<file path="config.mk">
export PLATFORM = sky130hd
export DESIGN_NAME = kp_i2s_out
export DESIGN_NICKNAME = d
export VERILOG_FILES = /design/src/rtl/kp_i2s_out.sv
export SDC_FILE = /design/constraint.sdc
export NUM_CORES = 1
export LEC_CHECK = 0
export BUFFER_PORTS_ARGS = -buffer_cell sky130_fd_sc_hd__buf_2
export CAP_MARGIN = 20
export CORE_MARGIN = 8
export CORE_UTILIZATION = 28
export CTS_BUF_LIST = sky130_fd_sc_hd__clkbuf_8
export DETAILED_ROUTE_END_ITERATION = 8
export GPL_TIMING_DRIVEN = 0
export PLACE_DENSITY = 0.52
export SYNTH_ARGS = -nofsm -noshare
export SYNTH_HDL_FRONTEND = slang
export SYNTH_SLANG_ARGS = --single-unit
</file>
<file path="constraint.sdc">
create_clock -name a_clk -period 4.79 [get_ports a_clk]
set_input_delay 0.7185 -clock a_clk [delete_from_list [all_inputs] [get_ports a_clk]]
set_output_delay 0.7185 -clock a_clk [all_outputs]
set_load 0.05 [all_outputs]
</file>
<file path="src/rtl/kp_i2s_out.sv">
// Karplus-Strong output stage: attenuate, optionally DC-block, serialise as mono Philips I2S.
// Define KP_I2S_DC_BLOCK_EN to insert the one-pole DC blocker ahead of the sample hold register.
module kp_i2s_out #(
    parameter int unsigned BCLK_DIV = 4,
    parameter int unsigned DC_SHIFT = 8
) (
    input  logic        a_clk,
    input  logic        reset_n,
    input  logic        enable,
    input  logic [23:0] din,
    input  logic        din_valid,
    input  logic [2:0]  attn,
    output logic        frame_req,
    output logic        underrun,
    output logic        bclk,
    output logic        lrclk,
    output logic        sdata
);

    if (BCLK_DIV < 1 || BCLK_DIV > 255 || DC_SHIFT > 23) begin : g_param_check
        $error("kp_i2s_out: BCLK_DIV or DC_SHIFT out of range");
    end

    localparam logic [7:0] DIV_LAST = 8'(BCLK_DIV - 1);

    typedef enum logic {IDLE, RUN} state_t;

    state_t      state;
    logic [7:0]  div_cnt;
    logic [5:0]  bit_cnt;
    logic [5:0]  bit_nxt;
    logic [63:0] shreg;
    logic [23:0] hold;
    logic        fresh;
    logic [23:0] x;
    logic [23:0] hold_d;
    logic        hold_we;

    always_comb begin
        x       = $signed(din) >>> attn;
        bit_nxt = bit_cnt + 6'd1;
    end

`ifdef KP_I2S_DC_BLOCK_EN
    logic [23:0] x_prev;
    logic [23:0] y_prev;
    logic [23:0] y_dec;
    logic [27:0] y_full;
    logic [23:0] y_sat;
    logic        dc_valid;

    always_comb begin
        y_dec  = $signed(y_prev) >>> DC_SHIFT;
        y_full = {{4{x[23]}}, x} - {{4{x_prev[23]}}, x_prev}
               + {{4{y_prev[23]}}, y_prev} - {{4{y_dec[23]}}, y_dec};
        if (y_full[27:23] == 5'b00000 || y_full[27:23] == 5'b11111)
            y_sat = y_full[23:0];
        else
            y_sat = y_full[27] ? 24'h800000 : 24'h7FFFFF;
    end

    always_ff @(posedge a_clk) begin
        if (!reset_n) begin
            x_prev   <= '0;
            y_prev   <= '0;
            dc_valid <= 1'b0;
        end else begin
            dc_valid <= din_valid;
            if (din_valid) begin
                x_prev <= x;
                y_prev <= y_sat;
            end
        end
    end

    // y_prev doubles as the pipeline register feeding hold one cycle later
    always_comb begin
        hold_we = dc_valid;
        hold_d  = y_prev;
    end
`else
    always_comb begin
        hold_we = din_valid;
        hold_d  = x;
    end
`endif

    always_ff @(posedge a_clk) begin
        if (!reset_n) begin
            state     <= IDLE;
            div_cnt   <= '0;
            bit_cnt   <= '0;
            shreg     <= '0;
            hold      <= '0;
            fresh     <= 1'b0;
            bclk      <= 1'b0;
            lrclk     <= 1'b0;
            sdata     <= 1'b0;
            frame_req <= 1'b0;
            underrun  <= 1'b0;
        end else begin
            frame_req <= 1'b0;
            underrun  <= 1'b0;
            if (hold_we)
                hold <= hold_d;
            case (state)
                IDLE: begin
                    bclk    <= 1'b0;
                    lrclk   <= 1'b0;
                    sdata   <= 1'b0;
                    div_cnt <= '0;
                    bit_cnt <= '0;
                    if (enable)
                        state <= RUN;
                end
                RUN: begin
                    if (div_cnt == DIV_LAST) begin
                        div_cnt <= '0;
                        bclk    <= ~bclk;
                        if (bclk) begin
                            bit_cnt <= bit_nxt;
                            lrclk   <= bit_nxt[5];
                            if (bit_nxt == 6'd0) begin
                                if (!enable) begin
                                    state <= IDLE;
                                    sdata <= 1'b0;
                                end else begin
                                    // shreg takes the pre-update hold even if hold_we fires now
                                    shreg     <= {hold, 8'h00, hold, 8'h00};
                                    sdata     <= 1'b0;
                                    frame_req <= 1'b1;
                                    underrun  <= ~fresh;
                                    fresh     <= 1'b0;
                                end
                            end else begin
                                sdata <= shreg[63];
                                shreg <= {shreg[62:0], 1'b0};
                            end
                        end
                    end else begin
                        div_cnt <= div_cnt + 8'd1;
                    end
                end
                default: state <= IDLE;
            endcase
            // a sample landing on the frame-start edge still counts for the next frame
            if (hold_we)
                fresh <= 1'b1;
        end
    end

endmodule

</file>
* After elaboration in Yosys (flattened, before gate mapping)
Cells that the tools add are included.
Widths: inputs -> output; s select.
** Storage, ports and cells
- Bits in registers :: 109
- Input bits :: 31
- Output and inout bits :: 5
- Logic and storage cells :: 59
** Cells by class
- Add/subtract/negate cells :: 2
- Eq/ne operators :: 4
- Shifts and indexed selects :: 1
- Multiplexer cells :: 27
- Bitwise operators :: 3
- Reduce and logical (&&, ||, !) cells :: 11
** Operators with widths (count)
- $mux 64 :: 2
- $sshr 24x3->24 :: 1
- $mux 1 :: 16
- $pmux 8 s2 :: 1
- $mux 6 :: 2
- $pmux 6 s2 :: 1
- $reduce_and 5->1 :: 2
- $reduce_bool 2->1 :: 5
- $add 8x1->8 const B :: 1
- $eq 8x2->1 const B :: 1
- $mux 8 :: 1
- $pmux 1 s2 :: 4
- $add 6x1->6 const B :: 1
- $logic_not 6->1 :: 1
- $reduce_and 6->1 :: 1
- $ne 2x2->1 const B :: 2
- $reduce_and 4->1 :: 1
- $not 1->1 :: 3
- $ne 2x1->1 const B :: 1
- $reduce_and 2->1 :: 1

* Longest topological paths before layout
Gate-level depths: netlist of run 1.
- Word-level depth :: 7
- Depth in mapped cells :: 7
- Mapped depth without buffers :: 5

* Least setup slack after synthesis of run 1
Ideal clock, no wire load.
- Path kind :: input port to flip-flop
- From :: in attn[0]
- To :: reg hold[10]
- Library setup time :: 0.136 ns
- Arrival :: 1.935 ns
- Data required time :: 4.654 ns
- Path slack :: 2.719 ns
- Stages on the path :: 5
- Buffers on the path :: 2
- Cells stage by stage :: clkbuf_1 buf_2 mux4_2 nand2_1 a31oi_1
** On the way
- Longest elaborated chain between the ends :: 1
** RTL lines
- start, declared :: RTL line 12 : input logic [2:0] attn,
- $sshr 24x3->24 :: RTL line 40 : x = $signed(din) >>> attn;
- end signal, assigned :: RTL line 105 : hold <= hold_d;
- end, declared :: RTL line 33 : logic [23:0] hold;
No other way between the ends.
A chain may end at the register's enable or synchronous reset.

* Worst setup path in the final report of run 1
- From :: reg div_cnt[0]
- To :: reg shreg[60]
** On the way
- Longest elaborated chain between the ends :: 2
** RTL lines
- start, declared :: RTL line 29 : logic [7:0] div_cnt;
- start signal, assigned :: RTL line 141 : div_cnt <= div_cnt + 8'd1;
- $eq 8x2->1 :: RTL line 117 : if (div_cnt == DIV_LAST) begin
- $reduce_and 4->1 (no line)
- end signal, assigned :: RTL line 129 : shreg <= {hold, 8'h00, hold, 8'h00};
- end signal, assigned :: RTL line 137 : shreg <= {shreg[62:0], 1'b0};
- end, declared :: RTL line 32 : logic [63:0] shreg;
No other way between the ends.

==> summary.md, run 1 <==
| Metric | Value |
|---|---|
| Status | `complete, no violations` |
| CTS max path bufs | `2` |
| Seq/Total Area, Yosys | `41.0%` |
| Ys flop type | `dfxtp_1` |
| Die width | `148 um` |
| Grt met2 use | `17.2%` |
| Critical path type | `reg -> reg` |
| CTS Sinks | `100` |
| Fin area | `5520 um^2` |
| Critical-path maximum fanout | `10` |
| Crit path time final | `2.12 ns` |
| Clock Pin Slew Worst Setup and Hold Paths | `0.10 ns` |
| Peak Freq | `472 MHz` |
| Maximum vdd drop | `0.121 mV` |
| Die ar. | `21,900 um^2` |
| Final Non-Filler Cells | `813` |
| Vias in the first global route | `3,970` |
| Fin worst setup slack | `2.67 ns` |
| Final hold violation count | `0` |
| Met1 global-route usage | `14.0%` |
| Via count | `3,994` |
| Multi-input gate area | `2460 um^2` |
| Post-Synthesis Cell Area | `4880 um^2` |
| Final Max Slew Viols | `0` |
| Leakage | `1.90 nW` |
| Sequential cell area | `2000 um^2` |
| Die Span Y | `148 um` |
| Area Overhead vs Synth | `13.2%` |
| Setup TNS Final | `0 ns` |
| Synth Net Count | `574` |
| Inserted Diodes | `0` |
| Pwr dens | `285 nW/um^2` |
| CP Launch Type | `register` |
| Avg Vias per Cell | `4.91` |
| First-iteration detailed-routing DRC count | `198` |
| Gr busiest metal | `met2` |
| Cell variety after synth | `47` |
| Mean Syn Cell Area | `9.02 um^2` |
| Unrepaired setup endpoints after global routing | `false` |
| Setup violators final | `0` |
| Dpl ws | `2.52 ns` |
| Io pins | `36` |
| Placed Area | `5320 um^2` |
| Antenna viol nets, final | `0` |
| Crit-path cells | `ha_1, nor4b_4, nand3_1, clkbuf_1, a21oi_1, a221oi_1` |
| Post-CTS setup buffers | `0` |
| # nets final | `616` |
| CTS tree | `yes` |
| Hold WS | `0.437 ns` |
| Worst Tran Pin Value | `0.596 ns` |
| Pwr Total | `1.57 mW` |
| Grt met3 use | `1.50%` |
| Async S/R FF share, synth | `0%` |
| Crit path DAT | `2.35 ns` |
| Clk_lat worst skew | `0.37 ns` |
| Period utilization | `44.2%` |
| Largest net degree at the start of global routing | `19` |
| Root buf cell | `clkbuf_8` |
| Util after Layout | `32.2%` |
| Min-Delay Path Class | `reg -> reg` |
| Fraction of layout cells with a size suffix above 1 | `17.3%` |
| Filler Cells Inserted | `1,851` |
| First-pass detailed-route iteration total | `4` |
| CP required | `5.02 ns` |
| RD Place Congestion | `0.808` |
| Max Cap Viol | `0` |
| Cts bufs inserted | `9` |
| Core outline area | `17,200 um^2` |
| Post-CTS Hold Fix Bufs | `0` |
| Post-cts sizing count | `0` |
| Slowest CP cell | `dfxtp_1` |
| IO buf count | `31` |
| Initial Utilization | `28.4%` |
| Std cell rows | `48` |
| Routed wire length per instance | `14.3 um` |
| Worst setup EP type | `register` |
| H-tree lvl count | `3` |
| Setup Skew | `0.0139 ns` |
| Relative slew slack | `60.3%` |
| Placed instance count | `797` |
| HPWL Detailed | `9030 um` |
| Post-Synthesis Cells | `541` |
| DR DRC count | `0` |
| Synth Register Bits | `100` |
| Gr usage total | `10.7%` |
| Initial antenna violation count | `0` |
| Synth Warn # | `0` |
| Routed WL | `11,600 um` |
| First-pass GRT wire length | `19,400 um` |
| Post-synth EDFFs | `0` |
| Total grt overflow | `0` |
| CP max stage delay | `0.38 ns` |
-- cell usage after synthesis (3+ instances only) --
| cell | n | area, um^2 |
|---|---|---|
| nand2b_1 | 25 | 156 |
| o221a_2 | 3 | 33.8 |
| a221oi_2 | 5 | 75.1 |
| nor2_1 | 20 | 75.1 |
| dfxtp_1 | 100 | 2000 |
| nand4_1 | 3 | 18.8 |
| buf_2 | 6 | 30.0 |
| inv_1 | 49 | 184 |
| a31oi_1 | 18 | 113 |
| buf_6 | 7 | 78.8 |
| mux2i_1 | 4 | 40.0 |
| clkbuf_1 | 26 | 97.6 |
| a221oi_1 | 39 | 342 |
| xnor2_1 | 6 | 52.6 |
| nor3_1 | 3 | 15.0 |
| o22ai_1 | 8 | 50.1 |
| nand3_1 | 9 | 45.0 |
| o21ai_0 | 22 | 110 |
| nand2_1 | 96 | 360 |
| mux4_2 | 21 | 473 |
| a21oi_1 | 31 | 155 |
| and2_1 | 3 | 18.8 |
| xor2_1 | 6 | 52.6 |
-- where the power goes --
group / switching [mW] / internal, mW
Clock: 0.314 / 0.250
Combinational: 0.0833 / 0.0670
Sequential: 0.00987 / 0.849
Total: 0.407 / 1.17
-- cell type report --
class / instances / area share (%)
flip-flops and latches: 100 / 36.2
inverters: 49 / 3.33
clock buffers: 9 / 2.24
clock inverters: 7 / 1.50
plain buffers: 43 / 4.15
repair buffers: 31 / 2.81
well taps: 225 / 5.10
multi-input cells: 349 / 44.6
-- kinds of logic after synthesis --
group | after synthesis | synth area share, %
adder cells (fa/ha/maj) | 2 | 0.513
flip-flops | 100 | 41.0
multiplexers | 27 | 11.0
AND/OR/NAND/NOR | 174 | 16.9
AO/OA/AOI/OAI | 134 | 20.0
buffers and inverters | 92 | 8.46
XOR/XNOR | 12 | 2.15
-- cells in the final DEF (no fill, tap or decap), drive strengths merged, types with 2 or more instances in the layout --
master	instances
o21ai	24
nand4	3
mux2	2
ha	2
and2	4
o22ai	8
inv	52
buf	48
clkinvlp	2
nor2	20
nand2b	25
mux2i	4
a221oi	44
a21oi	31
xor2	6
mux4	21
nand2	97
nand3	9
o221a	3
clkbuf	35
a31oi	18
nor3	3
or4b	2
and3	2
xnor2	6
or3	2
dfxtp	100
o32ai	3
nor4b	2
nor4	2
-- flip-flops by register name, indices dropped and copies added (netlist names), 6 cells and up --
name	count
bit_cnt	6
shreg	56
hold	24
div_cnt	8
-- critical path, delay by kind of cell (launching register included) --
kind / cells / cell delay, ns
DFF: 1 / 0.38
buffers and inverters: 1 / 0.28
AOI/OAI and AO/OA: 2 / 0.46
adders and majority gates: 1 / 0.23
and+or+nand+nor: 2 / 0.64
-- final timing paths --
kind | endpoint | start | cells past startpoint | slack [ns]
hold / removal | underrun | fresh | 1 | 0.44
setup reg to reg | shreg[60] | div_cnt[0] | 6 | 2.67
setup / recovery | shreg[60] | div_cnt[0] | 6 | 2.67
hold reg to reg | underrun | fresh | 1 | 0.44
-- routing by layer --
layer / up-vias / share of wire [%] / wire length, um
met5: - / 0 / 0
met4: 0 / 1.6 / 191
met3: 13 / 2.2 / 253
met2: 74 / 47 / 5390
met1: 1900 / 50 / 5760
li1: 2007 / - / -
Note: power is estimated with default switching activity, not from simulation.
==> run 2, diff against run 1 <==
==> constraint.sdc (replaced) <==
create_clock -name a_clk -period 2 [get_ports a_clk]
set_input_delay 0.3 -clock a_clk [delete_from_list [all_inputs] [get_ports a_clk]]
set_output_delay 0.3 -clock a_clk [all_outputs]
set_load 0.05 [all_outputs]
==> run 2 against run 1 <==
Effect of this change: setup slack got worse by 2.5 ns; count of clock-buffer cells in the layout did not move; sequential power rose by 140%; clock skew rose by 0.0045 ns; clock power rose by 140%; combinational power rose by 140%; final area rose by 3.2%; maximum frequency rose by 13%; sequential share of layout area fell by 1.0 points; first-iteration DRC count rose by 2.0%; wire length rose by 0.77%; flip-flop and latch count did not move; critical endpoint is now shreg[24]; largest power group unchanged.
==> summary.md, run 2 (synthesis gave the netlist of run 1 again) <==
| Metric | Value |
|---|---|
| Total grt overflow | `0 (unchanged)` |
| HPWL Detailed | `9030 um (unchanged)` |
| # nets final | `622 (+0.97%)` |
| Setup TNS Final | `0 ns (unchanged)` |
| Peak Freq | `534 MHz (+13%)` |
| Psw | `985 uW (+140%)` |
| Filler Cells Inserted | `1,845 (-0.32%)` |
| Worst Tran Pin Value | `0.595 ns (-0.000603 ns)` |
| Initial antenna violation count | `0 (unchanged)` |
| R2R depth | `6 (unchanged)` |
| Largest net degree at the start of global routing | `19 (unchanged)` |
| Inserted Diodes | `0 (unchanged)` |
| Unrepaired setup endpoints after global routing | `true` |
| Most frequent cells in the layout | `96 x nand2_1, 96 x dfxtp_1, 49 x inv_1` |
| Avg Vias per Cell | `4.89 (-0.36%)` |
| Maximum vdd drop | `0.289 mV (+140%)` |
| Io pins | `36 (unchanged)` |
| Cts bufs inserted | `9 (unchanged)` |
| First-pass detailed-route iteration total | `4 (unchanged)` |
| Crit path time final | `1.87 ns (-0.244 ns)` |
| Pint | `2.79 mW (+140%)` |
| Critical path type | `reg -> reg` |
| Setup violators final | `0 (unchanged)` |
| Max Cap Viol | `0 (unchanged)` |
| Worst hold path stage count | `3 (+2)` |
| First-iteration detailed-routing DRC count | `202 (+2.0%)` |
| Clk_lat worst skew | `0.38 ns (about the same)` |
| Logic pwr share | `9.7% (about the same)` |
| Fraction of layout cells with a size suffix above 1 | `23.4% (+6.1 points)` |
| Hold WS | `0.266 ns (-0.170 ns)` |
| Routed WL | `11,700 um (+0.77%)` |
| Min-Delay Path Class | `in -> reg` |
| CTS Sinks | `100 (unchanged)` |
| DR DRC count | `0 (unchanged)` |
| H-tree lvl count | `3 (unchanged)` |
| Crit path DAT | `2.11 ns (-0.24 ns)` |
| CTS max path bufs | `2 (unchanged)` |
| Area Overhead vs Synth | `16.8%` |
| RD Place Congestion | `0.808 (unchanged)` |
| Leakage | `1.93 nW (+1.4%)` |
| Sequential Power Share | `54.5% (about the same)` |
| Routed wire length per instance | `14.3 um (about the same)` |
| Final Max Slew Viols | `0 (unchanged)` |
| Final hold violation count | `0 (unchanged)` |
| CP Launch Type | `register` |
| Largest register FFs | `56 (unchanged)` |
| Die Span Y | `148 um (unchanged)` |
| IO buf count | `31 (unchanged)` |
| CTS tree | `yes` |
| Root buf cell | `clkbuf_8` |
| Sw frac | `26.1% (+0.20 points)` |
| Antenna viol nets, final | `0 (unchanged)` |
| Clock Pin Slew Worst Setup and Hold Paths | `0.10 ns (about the same)` |
| Status | `complete, no violations` |
| Clock network fraction of total power | `35.9% (about the same)` |
| Gr usage total | `10.7% (+0.026 points)` |
| Pwr dens | `663 nW/um^2 (+130%)` |
| Most flops, register | `shreg` |
| Core outline area | `17,200 um^2 (unchanged)` |
| Die ar. | `21,900 um^2 (unchanged)` |
| Via count | `4,009 (+0.38%)` |
| Period utilization | `93.7% (+49 points)` |
| Die width | `148 um (unchanged)` |
| Std cell rows | `48 (unchanged)` |
| Relative slew slack | `60.3% (about the same)` |
| CP required | `2.24 ns (-2.78 ns)` |
| Initial Utilization | `28.4% (unchanged)` |
| Worst setup EP type | `register` |
| Setup Skew | `0.0184 ns (+0.00445 ns)` |
| Biggest regs | `shreg x56, hold x24, div_cnt x8` |
| Util after Layout | `33.2% (+1.0 points)` |
| Post-CTS Hold Fix Bufs | `0 (unchanged)` |
| Critical-path maximum fanout | `7 (-3)` |
| Pwr Total | `3.78 mW (+140%)` |
| Vias in the first global route | `3,968 (-0.050%)` |
| First-pass GRT wire length | `19,500 um (+0.21%)` |
[run 2: cell count changes in the layout (fill, tap and decap cells not counted), sizes merged]
cell | previous run | this run
buf | 48 | 53
o21ai | 24 | 25
[run 2: what timing repair did]
| action | 4_1_cts | 5_1_grt |
|---|---|---|
| pin swaps | 1 | 3 |
| cloned | 0 | 2 |
| setup buffers | 2 | 2 |
| resized for setup | 4 | 36 |
| setup endpoints to repair | 38 | 51 |
[run 2: cell type report]
class	instances	area [um^2]	share of cell area, %
clock inverters	7	82.6	1.45
plain buffers	43	239	4.19
clock buffers	9	124	2.17
well taps	225	282	4.94
flip-flops and latches	100	2010	35.2
repair buffers	36	205	3.60
multi-input cells	350	2580	45.2
inverters	49	184	3.23
[run 2: critical path, cell delays in order (launching register included)]
cell and delay, ns:
dfxtp_1 0.35, or3_4 0.41, o32a_1 0.31, buf_6 0.14, o21ai_4 0.23, buf_4 0.22, a221oi_1 0.09
[run 2: path summary, 6_finish.rpt]
path / slack (ns) / to / startpoint
setup / recovery: 0.13 / shreg[24] / bit_cnt[4]
hold / removal: 0.27 / hold[23] / din[23]
setup reg to reg: 0.13 / shreg[24] / bit_cnt[4]
hold reg to reg: 0.43 / div_cnt[0] / div_cnt[0]
[run 2: per-layer routing]
| layer | track usage, % | vias to the layer above | part of all wire, % |
|---|---|---|---|
| met4 | 4.44 | 0 | 1.1 |
| met3 | 1.50 | 9 | 2.1 |
| li1 | - | 2023 | - |
| met1 | 14.1 | 1915 | 49 |
| met5 | 0 | - | 0 |
| met2 | 17.3 | 62 | 48 |
[run 2: stage by stage]
stage	instances	area (um^2)	worst slack, ns
global route	819	5700	-0.0183
floorplan	541	4880	0.0152
global placement	797	5320	-0.103
CTS	815	5550	0.0311
detailed placement	797	5320	-0.116
finish	819	5700	0.126
[run 2: power groups by stage]
| stage | Clock, mW | Sequential [mW] | Combinational (mW) |
|---|---|---|---|
| 4_1_cts | 1.40 | 2.06 | 0.363 |
| 5_1_grt | 1.48 | 2.06 | 0.404 |
| 6_report | 1.36 | 2.06 | 0.365 |
| 3_3_place_gp | 0 | 2.10 | 0.356 |
| 3_5_place_dp | 0 | 2.10 | 0.361 |
| 2_1_floorplan | 0 | 2.09 | 0.256 |
